--- config.mk ---
export PLATFORM = sky130hd
export DESIGN_NAME = boot_frame_loader_flat
export DESIGN_NICKNAME = d
export VERILOG_FILES = /design/src/rtl/boot_frame_loader_if.sv /design/src/rtl/boot_frame_loader.sv /design/src/flat_wrapper.sv
export SDC_FILE = /design/constraint.sdc
export NUM_CORES = 1
export LEC_CHECK = 0
export CORE_MARGIN = 5
export CORE_UTILIZATION = 27
export DETAILED_ROUTE_END_ITERATION = 10
export HOLD_SLACK_MARGIN = 0.1
export PLACE_DENSITY = 0.47
export REMOVE_ABC_BUFFERS = 1
export SYNTH_ARGS = -nofsm -noshare
export SYNTH_HDL_FRONTEND = slang
export SYNTH_SLANG_ARGS = --single-unit
--- constraint.sdc ---
create_clock -name clk -period 3.3 [get_ports clk]
set_input_delay 0.99 -clock clk [delete_from_list [all_inputs] [get_ports clk]]
set_output_delay 0.99 -clock clk [all_outputs]
set_load 0.02 [all_outputs]
--- src/rtl/boot_frame_loader_if.sv ---
// Bus bundle between the boot frame loader and its neighbours.
// It carries two groups of signals:
// - the read side of the receive FIFO: pop request, registered data and the empty flag;
// - the instruction-memory write port: strobe, word address and data.
// Modports:
//   master - the loader: drives fifo_rd_en and the imem_* signals
//   slave  - the FIFO/imem side: drives fifo_rd_data and fifo_empty
interface boot_frame_loader_if #(
    parameter int ADDR_WIDTH = 12
);
    logic                  fifo_rd_en;
    logic [7:0]            fifo_rd_data;
    logic                  fifo_empty;
    logic                  imem_we;
    logic [ADDR_WIDTH-1:0] imem_addr;
    logic [31:0]           imem_wdata;

    modport master (
        output fifo_rd_en,
        input  fifo_rd_data,
        input  fifo_empty,
        output imem_we,
        output imem_addr,
        output imem_wdata
    );

    modport slave (
        input  fifo_rd_en,
        output fifo_rd_data,
        output fifo_empty,
        input  imem_we,
        input  imem_addr,
        input  imem_wdata
    );
endinterface

--- src/rtl/boot_frame_loader.sv ---
// Boot frame loader, in the core clock domain.
// It pops bytes from the receive FIFO and hunts for the sync byte. It then parses a frame:
//   SYNC, LEN_LO, LEN_HI, 4*LEN data bytes, CSUM.
// LEN is a count of 32-bit words. Payload bytes are packed little-endian into words and
// written to instruction memory starting at BASE_ADDR. The CPU is held in reset until a
// frame has loaded cleanly.
//
// Build option: define BOOT_CHECKSUM_EN to compare the CSUM byte against the XOR of
// LEN_LO, LEN_HI and all data bytes. Without it, the CSUM byte is popped and dropped.
//
// Ports:
//   clk, rst      core clock; synchronous active-high reset
//   bus (master)  FIFO read port and imem write port (see boot_frame_loader_if)
//   load_busy     a frame is in progress (sync seen, not yet finished)
//   load_done     sticky: the frame loaded OK
//   load_err      sticky: the frame was rejected
//   cpu_rst_hold  high until load_done
module boot_frame_loader #(
    parameter int          ADDR_WIDTH = 12,
    parameter int          BASE_ADDR  = 0,
    parameter logic [7:0]  SYNC_BYTE  = 8'hA5
) (
    input  logic                clk,
    input  logic                rst,
    boot_frame_loader_if.master bus,
    output logic                load_busy,
    output logic                load_done,
    output logic                load_err,
    output logic                cpu_rst_hold
);
    typedef enum logic [2:0] {
        S_SYNC, S_LEN_LO, S_LEN_HI, S_DATA, S_CSUM, S_DONE, S_ERROR
    } state_t;

    localparam logic [ADDR_WIDTH-1:0] BASE = ADDR_WIDTH'(BASE_ADDR);
    // A 16-bit LEN can only exceed the memory when the memory is smaller than 2**16 words.
    localparam bit          LEN_CAP = (ADDR_WIDTH < 16);
    localparam logic [16:0] MAX_LEN = LEN_CAP ? 17'(1 << ADDR_WIDTH) : 17'h1FFFF;

    state_t                state;
    logic                  pend;       // a pop was accepted last cycle; its byte is on fifo_rd_data now
    logic [7:0]            len_lo;
    logic [15:0]           len;
    logic [15:0]           word_cnt;
    logic [1:0]            lane;
    logic [23:0]           word_buf;   // bytes 0..2 of the current word; byte 0 sits in the low bits
    logic [ADDR_WIDTH-1:0] waddr;
    logic [7:0]            rd_byte;
    logic [15:0]           len_full;
    logic                  len_over;
    logic                  last_word;
    logic                  needs_byte;
    logic                  csum_ok;

    assign rd_byte    = bus.fifo_rd_data;
    assign len_full   = {rd_byte, len_lo};
    assign len_over   = LEN_CAP && ({1'b0, len_full} > MAX_LEN);
    assign last_word  = ({1'b0, word_cnt} + 17'd1) == {1'b0, len};
    assign needs_byte = (state != S_DONE) && (state != S_ERROR);

    // Only one pop is ever outstanding, so the byte stream runs at most one byte per two clocks.
    assign bus.fifo_rd_en = !rst && !pend && !bus.fifo_empty && needs_byte;

`ifdef BOOT_CHECKSUM_EN
    logic [7:0] csum;

    always_ff @(posedge clk) begin
        if (rst) begin
            csum <= 8'h00;
        end else if (pend && (state == S_LEN_LO || state == S_LEN_HI || state == S_DATA)) begin
            csum <= csum ^ rd_byte;
        end
    end

    assign csum_ok = (rd_byte == csum);
`else
    assign csum_ok = 1'b1;
`endif

    always_ff @(posedge clk) begin
        if (rst) begin
            state          <= S_SYNC;
            pend           <= 1'b0;
            len_lo         <= 8'h00;
            len            <= 16'h0000;
            word_cnt       <= 16'h0000;
            lane           <= 2'd0;
            word_buf       <= 24'h000000;
            waddr          <= BASE;
            bus.imem_we    <= 1'b0;
            bus.imem_addr  <= '0;
            bus.imem_wdata <= 32'h0000_0000;
            load_busy      <= 1'b0;
            load_done      <= 1'b0;
            load_err       <= 1'b0;
            cpu_rst_hold   <= 1'b1;
        end else begin
            pend        <= bus.fifo_rd_en;
            bus.imem_we <= 1'b0;
            if (pend) begin
                case (state)
                    S_SYNC: begin
                        if (rd_byte == SYNC_BYTE) begin
                            state     <= S_LEN_LO;
                            load_busy <= 1'b1;
                        end
                    end
                    S_LEN_LO: begin
                        len_lo <= rd_byte;
                        state  <= S_LEN_HI;
                    end
                    S_LEN_HI: begin
                        len <= len_full;
                        if (len_over) begin
                            state     <= S_ERROR;
                            load_err  <= 1'b1;
                            load_busy <= 1'b0;
                        end else if (len_full == 16'h0000) begin
                            state <= S_CSUM;
                        end else begin
                            state <= S_DATA;
                        end
                    end
                    S_DATA: begin
                        lane <= lane + 2'd1;
                        if (lane == 2'd3) begin
                            bus.imem_we    <= 1'b1;
                            bus.imem_addr  <= waddr;
                            bus.imem_wdata <= {rd_byte, word_buf};
                            waddr          <= waddr + ADDR_WIDTH'(1);
                            word_cnt       <= word_cnt + 16'd1;
                            if (last_word) begin
                                state <= S_CSUM;
                            end
                        end else begin
                            word_buf <= {rd_byte, word_buf[23:8]};
                        end
                    end
                    S_CSUM: begin
                        load_busy <= 1'b0;
                        if (csum_ok) begin
                            state        <= S_DONE;
                            load_done    <= 1'b1;
                            cpu_rst_hold <= 1'b0;
                        end else begin
                            state    <= S_ERROR;
                            load_err <= 1'b1;
                        end
                    end
                    default: begin
                    end
                endcase
            end
        end
    end
endmodule
--- src/flat_wrapper.sv ---
// flat-port wrapper written by rule: the top's interface ports become plain ports
module boot_frame_loader_flat 
#(
    parameter int          ADDR_WIDTH = 12,
    parameter int          BASE_ADDR  = 0,
    parameter logic [7:0]  SYNC_BYTE  = 8'hA5
)
  (clk, rst, load_busy, load_done, load_err, cpu_rst_hold, bus_fifo_rd_en, bus_fifo_rd_data, bus_fifo_empty, bus_imem_we, bus_imem_addr, bus_imem_wdata);
  boot_frame_loader_if #(.ADDR_WIDTH(ADDR_WIDTH)) bus_i ();
  input  logic clk;
  input  logic rst;
  output logic load_busy;
  output logic load_done;
  output logic load_err;
  output logic cpu_rst_hold;
  output wire logic [$bits(bus_i.fifo_rd_en)-1:0] bus_fifo_rd_en;
  input wire logic [$bits(bus_i.fifo_rd_data)-1:0] bus_fifo_rd_data;
  input wire logic [$bits(bus_i.fifo_empty)-1:0] bus_fifo_empty;
  output wire logic [$bits(bus_i.imem_we)-1:0] bus_imem_we;
  output wire logic [$bits(bus_i.imem_addr)-1:0] bus_imem_addr;
  output wire logic [$bits(bus_i.imem_wdata)-1:0] bus_imem_wdata;
  assign bus_fifo_rd_en = bus_i.fifo_rd_en;
  assign bus_i.fifo_rd_data = bus_fifo_rd_data;
  assign bus_i.fifo_empty = bus_fifo_empty;
  assign bus_imem_we = bus_i.imem_we;
  assign bus_imem_addr = bus_i.imem_addr;
  assign bus_imem_wdata = bus_i.imem_wdata;
  boot_frame_loader #(.ADDR_WIDTH(ADDR_WIDTH), .BASE_ADDR(BASE_ADDR), .SYNC_BYTE(SYNC_BYTE)) u_core (.clk(clk), .rst(rst), .bus(bus_i), .load_busy(load_busy), .load_done(load_done), .load_err(load_err), .cpu_rst_hold(cpu_rst_hold));
endmodule
# Word level (Yosys, flattened, before mapping)
# Cells that the tools add are included.
# W data, S select, Z words.
word_totals:
  regBits: 131
  input_bits: 11
  word_cells: 67
  output_inout_bits: 50
op_classes:
  mux: 10
  n_eq_ne: 13
  magnitude_cmp: 1
  bitwise: 3
  reduce_logical: 21
  addsub: 4
ops:
  columns: ["operator", "count"]
  rows:
  - ["$add A16 B1 Y17 const B", 1]
  - ["$eq A17 B16 Y1", 1]
  - ["$add A16 B1 Y16 const B", 1]
  - ["$gt A16 B13 Y1 const B", 1]
  - ["$logic_not A16 Y1", 1]
  - ["$mux W3", 5]
  - ["$pmux W3 S5", 1]
  - ["$add A12 B1 Y12 const B", 1]
  - ["$reduce_and A3 Y1", 3]
  - ["$eq A8 B8 Y1 const B", 1]
  - ["$ne A2 B1 Y1 const B", 4]
  - ["$reduce_and A2 Y1", 4]
  - ["$eq A3 B2 Y1 const B", 2]
  - ["$ne A3 B3 Y1 const B", 2]
  - ["$reduce_and A5 Y1", 1]
  - ["$reduce_bool A5 Y1", 1]
  - ["$logic_and A1 B1 Y1", 4]
  - ["$reduce_and A4 Y1", 1]
  - ["$eq A3 B1 Y1 const B", 1]
  - ["$eq A3 B3 Y1 const B", 1]
  - ["$logic_not A1 Y1", 3]
  - ["$logic_not A3 Y1", 1]
  - ["$mux W1", 3]
  - ["$not A1 Y1", 3]
  - ["5 further kinds", 5]

# Logic depth before layout (Yosys ltp)
# Gate-level depths: netlist (run 1).
logic_depth:
  word_depth: 5
  mapped_depth: 10
  mapped_depth_nobuf: 8

# Worst setup path before layout (run 1)
# Ideal clock, no wire load.
synth_timing:
  path_kind: "input to output"
  startpoint: "input rst"
  endpoint: "output bus_fifo_rd_en"
  t_required_ns: 2.310
  setup_slack_ns: 0.090
  stages: 2
  n_path_buf: 1
  arrival_time_ns: 2.220
  path_cell_list: "clkbuf_1 a2111oi_0"
synth_via:
  elab_chain_cells: 4
synth_rtl:
  columns: ["element", "line", "rtl"]
  rows:
  - ["start: declaration", "flat_wrapper.sv:11", "input logic rst;"]
  - ["$logic_not A1 Y1", "boot_frame_loader.sv:62", "assign bus.fifo_rd_en = !rst && !pend && !bus.fifo_empty && needs_byte;"]
  - ["$logic_and A1 B1 Y1 (3 in a row)", "boot_frame_loader.sv:62", null]
  - ["end: declaration", "flat_wrapper.sv:16", "output wire logic [$bits(bus_i.fifo_rd_en)-1:0] bus_fifo_rd_en;"]
# Every way passes these cells.

# Final worst setup path (run 1)
layout_timing:
  startpoint: "input bus_fifo_empty"
  endpoint: "output bus_fifo_rd_en"
layout_via:
  elab_chain_cells: 3
layout_rtl:
  columns: ["element", "line", "rtl"]
  rows:
  - ["start: declaration", "flat_wrapper.sv:18", "input wire logic [$bits(bus_i.fifo_empty)-1:0] bus_fifo_empty;"]
  - ["$logic_not A1 Y1", "boot_frame_loader.sv:62", null]
  - ["$logic_and A1 B1 Y1 (2 in a row)", "boot_frame_loader.sv:62", null]
# Every way passes these cells.

==> impl_metrics.json, run 1 <==
{
  "wl_mm": 13.70,
  "rsz0062_at_grt": "false",
  "drtIter0Drc": 212,
  "clk_latency_ns": 0.42,
  "netlist-cell-type-count": 54,
  "final_area_um2": 6854,
  "grt_pass1_vias": 4377,
  "cts_buffer_depth": 2,
  "fp.dieW_um": 152.3,
  "cp-start-kind": "input port",
  "ys_seq_area_frac": 0.4797,
  "synth-async-reset-ratio": 0,
  "antenna_found_initial": 0,
  "p_leak_nw": 2.257,
  "cts_tree": "built",
  "h-tree-depth": 4,
  "postSynthAreaPerCell_um2": 7.911,
  "die_y_um": 152.3,
  "gp_congestion": 0.7742,
  "status": "completed",
  "clk_pin_slew_ns": 0.05,
  "final_util": 0.3409,
  "ys_ff_latch": 131,
  "layout_min_cycle_time_ns": 3.122,
  "vdd_drop_max_mv": 0.3600,
  "synthFlopType": "dfxtp_1",
  "period_share": 0.9460,
  "required_ns": 2.31,
  "final-hold-violation-count": 0,
  "cts.sinks": 131,
  "drtPass1Iterations": 4,
  "path_class": "input port to primary output",
  "syn_inst": 691,
  "synth_edf_count": 0,
  "power_density_nw_per_um2": 498.7,
  "hpwlAfterDp_mm": 8.864,
  "end_kind": "primary output",
  "fmax_mhz": 320.3,
  "cts_made_buffers": 17,
  "num_rows": 52,
  "drive_gt1_frac": 0.07114,
  "grt_overflow_total": 0,
  "fillerInstances": 2154,
  "fin_skew_ns": 0.005452,
  "placed_cell_area_um2": 6307,
  "wl_per_cell_um": 13.49,
  "grt_max_degree": 91,
  "synth.cell_area_um2": 5466,
  "ctsHoldBuffers": 0,
  "slew_headroom": 0.2716,
  "grt_usage": 0.1192,
  "initial_core_util": 0.2719,
  "n_antenna_cell": 0,
  "slew_violations": 0,
  "tightest_slew_ns": 1.084,
  "core-area_um2": 20100,
  "setup_viol": 0,
  "cp_max_fo": 2,
  "vias_per_cell": 4.510,
  "area_delta_synth_final_pct": 25.38,
  "grt_pass1_wl_mm": 22.83,
  "synth_warnings": 0,
  "drv_cap": 0,
  "port_buffers": 60,
  "drc_errors": 0,
  "regArea_um2": 2623,
  "critPathArrivalTime_ns": 2.13,
  "hp-class": "flop to flop",
  "clockRootBuffer": "clkbuf_16",
  "ios": 61,
  "multiInputGateArea_um2": 2620,
  "dr_total_vias": 4578,
  "nNetsFinal": 748,
  "dieArea_um2": 23190,
  "drtAntennaViolNets": 0
}
-- path summary, 6_finish.rpt --
path | depth (start not counted) | slack (ns) | endpoint | startpoint
hold reg to reg | 2 | 0.45 | u_core.load_done | u_core.load_done
setup / recovery | 3 | 0.18 | bus_fifo_rd_en | bus_fifo_empty
hold / removal | 2 | 0.45 | u_core.load_done | u_core.load_done
setup reg to reg | 8 | 0.75 | u_core.state[1] | u_core.word_cnt[0]
-- report_power, final --
group	total [mW]	leakage, nW	switching [mW]	internal, mW
clock	1.77	0.260	0.678	1.09
combinational	0.0637	0.942	0.0426	0.0211
sequential	1.58	1.05	0.00122	1.58
total	3.42	2.26	0.722	2.70
-- kinds of logic (layout without fill, tap and decap cells) --
group | count (synthesis) | in the layout | share of synthesized area
buf+inv | 55 | 109 | 0.04189
simple gates | 318 | 318 | 0.2548
xor+xnor | 43 | 43 | 0.06889
fa+ha+maj | 3 | 3 | 0.006867
mux | 2 | 2 | 0.003891
flops | 131 | 131 | 0.4797
compound gates | 139 | 139 | 0.1440
-- cell type report --
cell class | count | area share
clock inverter | 11 | 0.01679
sequential | 131 | 0.3826
clock buffer | 19 | 0.06316
tap | 270 | 0.04929
timing repair buffer | 72 | 0.1020
inverter | 7 | 0.003834
multi-input combinational | 505 | 0.3823
-- metal layers --
metal	GRT usage	routed length (µm)
met1	0.1598	6807
met2	0.1808	6081
met3	0.03948	557
met4	0.04024	251
met5	0	0
-- synth_stat cells (2+ instances only) --
cell | count | area, µm²
a2111oi_0 | 2 | 17.52
buf_1 | 4 | 15.01
a211oi_1 | 3 | 22.52
and4_1 | 2 | 17.52
and2_1 | 4 | 25.02
inv_1 | 7 | 26.28
nand4_1 | 11 | 68.82
xor2_1 | 24 | 210.2
a31oi_1 | 2 | 12.51
nand3b_1 | 3 | 22.52
and3_1 | 3 | 18.77
nor2b_1 | 2 | 12.51
o211a_1 | 2 | 20.02
nand2_1 | 208 | 780.8
or2_2 | 2 | 12.51
nor2_1 | 42 | 157.7
nand2b_1 | 3 | 18.77
or3_1 | 6 | 37.54
nand4_2 | 2 | 25.02
dfxtp_1 | 131 | 2623
buf_2 | 8 | 40.04
nor3_1 | 9 | 45.04
o21ai_0 | 11 | 55.05
clkbuf_1 | 33 | 123.9
nor4_1 | 3 | 18.77
ha_1 | 3 | 37.54
nand3_2 | 2 | 20.02
nand3_1 | 10 | 50.05
xnor2_1 | 19 | 166.4
a21oi_1 | 106 | 530.5
-- metrics by stage --
stage	worst slack, ns	hold WS (ns)	cells	setup TNS (ns)	total power, mW
2_1_floorplan	0.2002	0.4260	643	0	1.626
3_3_place_gp	-0.1654	0.4397	985	-0.1654	1.684
3_5_place_dp	-0.1347	0.4438	985	-0.1347	1.684
4_1_cts	0.1612	0.4542	1015	0	3.477
5_1_grt	0.07015	0.4680	1015	0	3.549
6_report	0.1782	0.4489	1015	0	3.418
-- critical path, stage by stage --
cell	delay [ns]
clkdlybuf4s50_1	0.41
a2111oi_0	0.35
dlygate4sd2_1	0.38
-- cells in the final DEF (no fill, tap or decap), types with 3 or more instances in the layout --
| master | count |
|---|---|
| nor3_1 | 9 |
| and2_1 | 4 |
| a21oi_1 | 106 |
| nand2b_1 | 3 |
| nand2_1 | 208 |
| nand3_1 | 10 |
| and3_1 | 3 |
| xnor2_1 | 19 |
| buf_4 | 12 |
| nand3b_1 | 3 |
| nor4_1 | 3 |
| o21ai_0 | 11 |
| or3_1 | 6 |
| nand4_1 | 11 |
| xor2_1 | 24 |
| clkinv_2 | 5 |
| clkinvlp_4 | 4 |
| ha_1 | 3 |
| a211oi_1 | 3 |
| nor2_1 | 42 |
| clkbuf_16 | 17 |
| dfxtp_1 | 131 |
| inv_1 | 7 |
| clkdlybuf4s50_1 | 58 |
-- flip-flops by register name, summed over array words and instances (netlist names), 2 cells and up --
name                   cells
u_core.bus.imem_addr      12
u_core.waddr              12
u_core.len_lo              8
u_core.lane                2
u_core.word_buf           24
u_core.word_cnt           16
u_core.len                16
u_core.bus.imem_wdata     32
u_core.state               3
-- timing repair --
action,in CTS,in global routing
setup endpoints to repair,1,0
setup buffers,0,0
resized for setup,1,0
Power figures use the tool's default switching activity.
==> inputs of run 2 (changes only) <==
- REMOVE_ABC_BUFFERS: 1 -> unset
==> run 2 against run 1 <==
  * Clock-buffer cell count unchanged
  * Cell count grew 0.49%
  * First-iteration DRC count grew 26%
==> impl_metrics.json, run 2 (synthesis gave the netlist of run 1 again) <==
{
  "status": "completed",
  "drtPass1Iterations": 4,
  "synth_nets": 705,
  "total_power_mw": 3.495,
  "clk_pin_slew_ns": 0.06,
  "rsz0062_at_grt": "false",
  "slew_headroom": 0.3394,
  "drv_cap": 0,
  "grt_overflow_total": 0,
  "ios": 61,
  "rrSetupSlack_ns": 0.78,
  "slew_violations": 0,
  "reg2reg_to": "u_core.state[1]",
  "dieArea_um2": 23190,
  "worst_path_max_delay_cell": "clkdlybuf4s50_1",
  "crit_chain": "clkdlybuf4s50_1 > a2111oi_0 > dlygate4sd2_1",
  "max_flop_register": "u_core.bus.imem_wdata",
  "multiInputGateArea_um2": 2620,
  "mostFrequentLayoutCells": "208 x nand2_1, 131 x dfxtp_1, 106 x a21oi_1, 58 x clkdlybuf4s50_1, 42 x nor2_1",
  "startpoint": "bus_fifo_empty",
  "fp.dieW_um": 152.3,
  "cts_made_buffers": 17,
  "fmax_mhz": 321.7,
  "layout_min_cycle_time_ns": 3.108,
  "hpwlAfterDp_mm": 9.228,
  "cp_max_fo": 2,
  "fillerInstances": 2128,
  "dr_total_vias": 4621,
  "grt_pass1_wl_mm": 23.76,
  "slowest_delay_ns": 0.41,
  "tightest_slew_ns": 0.9834,
  "area_delta_synth_final_pct": 26.34,
  "cts-resized-gates": 1,
  "vdd_drop_max_mv": 0.3339,
  "regArea_um2": 2623,
  "end_kind": "primary output",
  "critical_path.endpoint": "bus_fifo_rd_en",
  "hp-class": "flop to flop",
  "fin_hold_ws_ns": 0.4515,
  "path_class": "input port to primary output",
  "power_density_nw_per_um2": 506.0,
  "n_antenna_cell": 0,
  "drc_errors": 0,
  "num_rows": 52,
  "ctsHoldBuffers": 0,
  "setup_viol": 0,
  "wl_per_cell_um": 13.71,
  "h-tree-depth": 4,
  "largest_register_ff_count": 32,
  "port_buffers": 60,
  "final_cells": 1020,
  "cp-start-kind": "input port",
  "initial_core_util": 0.2719,
  "grt_max_degree": 88,
  "final_util": 0.3435,
  "cp_num_cells": 3,
  "reg2reg_from": "u_core.word_cnt[0]",
  "p_leak_nw": 2.294,
  "critPathArrivalTime_ns": 2.12,
  "drtAntennaViolNets": 0,
  "nNetsFinal": 751,
  "drtIter0Drc": 267,
  "fin_skew_ns": 0.006776,
  "path_buf_inv": 2,
  "gp_congestion": 0.7577,
  "vias_per_cell": 4.530,
  "core-area_um2": 20100,
  "post_cts_buffers": 0,
  "grt_usage": 0.1248,
  "ff2ff_path_depth": 8,
  "die_y_um": 152.3,
  "clk_latency_ns": 0.42,
  "cpLargestDelayFamily": "buffers and inverters",
  "final-hold-violation-count": 0,
  "mostFrequentLayoutCell": "nand2_1",
  "period_share": 0.9419,
  "wl_mm": 13.99,
  "grt_pass1_vias": 4419,
  "cts_buffer_depth": 2,
  "dp.cells": 988,
  "clockRootBuffer": "clkbuf_16",
  "top_regs": "u_core.bus.imem_wdata (32), u_core.word_buf (24)",
  "required_ns": 2.31,
  "drive_gt1_frac": 0.07867,
  "cts_tree": "built",
  "antenna_found_initial": 0,
  "cts.sinks": 131
}
[run 2: cell types whose count changed in the layout (fill, tap and decap cells not counted)]
cell / change
clkinvlp_4: -2
clkbuf_8: +1
buf_4: +3
inv_6: +1
clkinv_4: +3
clkbuf_1: -1
[run 2: worst min-delay path by stage]
stage / from / endpoint / slack [ns] / cells after the start
after floorplan: u_core.word_buf[0] / u_core.bus.imem_wdata[0] / 0.43 / 2
after global placement: u_core.word_buf[5] / u_core.bus.imem_wdata[5] / 0.44 / 2
after detailed placement: u_core.word_buf[5] / u_core.bus.imem_wdata[5] / 0.44 / 2
after CTS: u_core.word_buf[5] / u_core.bus.imem_wdata[5] / 0.45 / 2
after global routing: u_core.bus.imem_addr[0] / u_core.bus.imem_addr[0] / 0.47 / 2
final: u_core.word_buf[5] / u_core.bus.imem_wdata[5] / 0.45 / 2
[run 2: per-layer routing]
| layer | share of wire | wire, µm | track usage | vias to the layer above |
|---|---|---|---|---|
| met5 | 0 | 0 | 0 | - |
| met4 | 0.014 | 194 | 0.04495 | 0 |
| li1 | - | - | - | 2393 |
| met1 | 0.51 | 7195 | 0.1786 | 2139 |
| met2 | 0.43 | 6019 | 0.1816 | 71 |
| met3 | 0.041 | 580 | 0.03124 | 18 |
[run 2: through the flow]
| stage | area (µm²) | setup TNS (ns) | setup WS, ns |
|---|---|---|---|
| final | 6907 | 0 | 0.1916 |
| after global routing | 6907 | 0 | 0.09816 |
| after CTS | 6907 | 0 | 0.1679 |
| after detailed placement | 6330 | -0.1202 | -0.1202 |
| after global placement | 6330 | -0.1525 | -0.1525 |
| after floorplan | 5466 | 0 | 0.09004 |
[run 2: final cells by class]
class,instances,area share
sequential,131,0.3797
multi-input combinational,505,0.3793
timing repair buffer,75,0.1045
clock buffer,19,0.06413
tap,270,0.04891
clock inverter,13,0.01957
inverter,7,0.003804
[run 2: report_power, final]
part	internal (mW)	switching [mW]
combinational	0.0226	0.0454
sequential	1.58	0.00119
clock	1.13	0.714
[run 2: worst register-to-register path, stage by stage, from the launching register on]
cell       delay (ns)
dfxtp_1          0.43
ha_1             0.26
and4_1           0.35
nand3_2          0.12
o211a_1          0.24
o32ai_1          0.36
o2111ai_1        0.23
a2111oi_4        0.30
a211oi_1         0.12
==> inputs of run 3 (changes only) <==
- CTS_BUF_LIST: unset -> sky130_fd_sc_hd__clkbuf_16
==> run 3 against run 2 <==
  * Clock skew hardly changed
  * Utilization is essentially flat
  * Via count did not move
  * Non-clock buffer count stayed put
  * Sequential cell count is the same
==> impl_metrics.json, run 3 (synthesis gave the netlist of run 1 again) <==
{
  "final_cells": 1020,
  "clk_pin_slew_ns": 0.06,
  "mostFrequentLayoutCell": "nand2_1",
  "ios": 61,
  "grt_busiest_layer": "met2",
  "status": "completed",
  "fillerInstances": 2131,
  "cts_made_buffers": 17,
  "drtAntennaViolNets": 0,
  "path_buf_inv": 2,
  "required_ns": 2.31,
  "slowest_delay_ns": 0.41,
  "drv_cap": 0,
  "period_share": 0.9419,
  "max_flop_register": "u_core.bus.imem_wdata",
  "tightest_slew_ns": 0.9834,
  "slew_headroom": 0.3394,
  "area_delta_synth_final_pct": 26.16,
  "nNetsFinal": 751,
  "hpwlAfterDp_mm": 9.228,
  "cpLargestDelayFamily": "buffers and inverters",
  "gp_congestion": 0.7577,
  "slew_violations": 0,
  "dieArea_um2": 23190,
  "fin_skew_ns": 0.006779,
  "core-area_um2": 20100,
  "wl_mm": 13.99,
  "met2_usage": 0.1816,
  "critPathArrivalTime_ns": 2.12,
  "dr_total_vias": 4621,
  "port_buffers": 60,
  "rrSetupSlack_ns": 0.78,
  "multiInputGateArea_um2": 2620,
  "n_antenna_cell": 0,
  "vdd_drop_max_mv": 0.3340,
  "drive_gt1_frac": 0.07733,
  "use_met3": 0.03124,
  "wl_per_cell_um": 13.71,
  "drtIter0Drc": 267,
  "cp-start-kind": "input port",
  "mostFrequentLayoutCells": "208 x nand2_1, 131 x dfxtp_1, 106 x a21oi_1, 58 x clkdlybuf4s50_1, 42 x nor2_1",
  "ctsHoldBuffers": 0,
  "largest_register_ff_count": 32,
  "dp_slack_ns": -0.1202,
  "post_cts_buffers": 0,
  "crit_chain": "clkdlybuf4s50_1 > a2111oi_0 > dlygate4sd2_1",
  "dp.cells": 988,
  "fp.dieW_um": 152.3,
  "die_y_um": 152.3,
  "end_kind": "primary output",
  "power_density_nw_per_um2": 502.7,
  "clockRootBuffer": "clkbuf_16",
  "clk_latency_ns": 0.42,
  "grtUsageMet1": 0.1786,
  "top_regs": "u_core.bus.imem_wdata (32), u_core.word_buf (24)",
  "final-hold-violation-count": 0,
  "drtPass1Iterations": 4,
  "path_class": "input port to primary output",
  "cp_max_fo": 2,
  "cts_buffer_depth": 2,
  "grt_overflow_total": 0,
  "hp-class": "flop to flop",
  "cts.sinks": 131,
  "fmax_mhz": 321.7,
  "regArea_um2": 2623,
  "vias_per_cell": 4.530,
  "p_leak_nw": 2.293,
  "setup_viol": 0,
  "synth_nets": 705,
  "grt_pass1_wl_mm": 23.76,
  "antenna_found_initial": 0,
  "cts_tree": "built",
  "worst_path_max_delay_cell": "clkdlybuf4s50_1",
  "setup_slack_ns": 0.1916,
  "grt_usage": 0.1248,
  "h-tree-depth": 4,
  "grt_pass1_vias": 4419,
  "drc_errors": 0,
  "grt_max_degree": 88,
  "layout_min_cycle_time_ns": 3.108,
  "initial_core_util": 0.2719,
  "total_power_mw": 3.467,
  "num_rows": 52,
  "rsz0062_at_grt": "false"
}
[run 3: final timing paths]
check                           cells past startpoint                        to               start
worst max register to register                      8           u_core.state[1]  u_core.word_cnt[0]
worst min register to register                      2  u_core.bus.imem_wdata[5]  u_core.word_buf[5]
worst max-delay path                                3            bus_fifo_rd_en      bus_fifo_empty
worst min-delay path                                2  u_core.bus.imem_wdata[5]  u_core.word_buf[5]
[run 3: layout make-up]
class / count / area share
clock inverter: 15 / 0.02068
multi-input combinational: 505 / 0.3799
tap: 270 / 0.04898
inverter: 7 / 0.003810
sequential: 131 / 0.3803
timing repair buffer: 75 / 0.1047
clock buffer: 17 / 0.06168
[run 3: worst min-delay path, delay by kind of cell, from the launching register on]
family / cells / cell delay [ns]
DFF: 1 / 0.31
and+or+nand+nor: 1 / 0.05
AOI/OAI and AO/OA: 1 / 0.05
[run 3: power by group]
part           total [mW]  internal, mW  switching [mW]  leakage (nW)
sequential           1.58          1.58         0.00119          1.05
combinational      0.0680        0.0226          0.0454         0.957
clock                1.82          1.10           0.713         0.281
[run 3: layer usage]
metal | vias up | routed length (µm)
met4 | 0 | 194
met1 | 2139 | 7195
li1 | 2393 | -
met2 | 71 | 6016
met5 | - | 0
met3 | 18 | 580
[run 3: what timing repair did]
| action | 4_1_cts | 5_1_grt |
|---|---|---|
| setup endpoints to repair | 1 | 0 |
| hold endpoints to repair | 0 | 0 |
| gates resized for setup | 1 | 0 |
[run 3: through the flow]
stage / hold slack (ns) / instance area, µm² / util / setup TNS, ns
after global routing: 0.4743 / 6897 / 0.3430 / 0
after detailed placement: 0.4426 / 6330 / 0.3148 / -0.1202
after floorplan: 0.4321 / 5466 / - / 0
after global placement: 0.4412 / 6330 / 0.3148 / -0.1525
after CTS: 0.4516 / 6897 / 0.3430 / 0
final: 0.4515 / 6897 / 0.3430 / 0
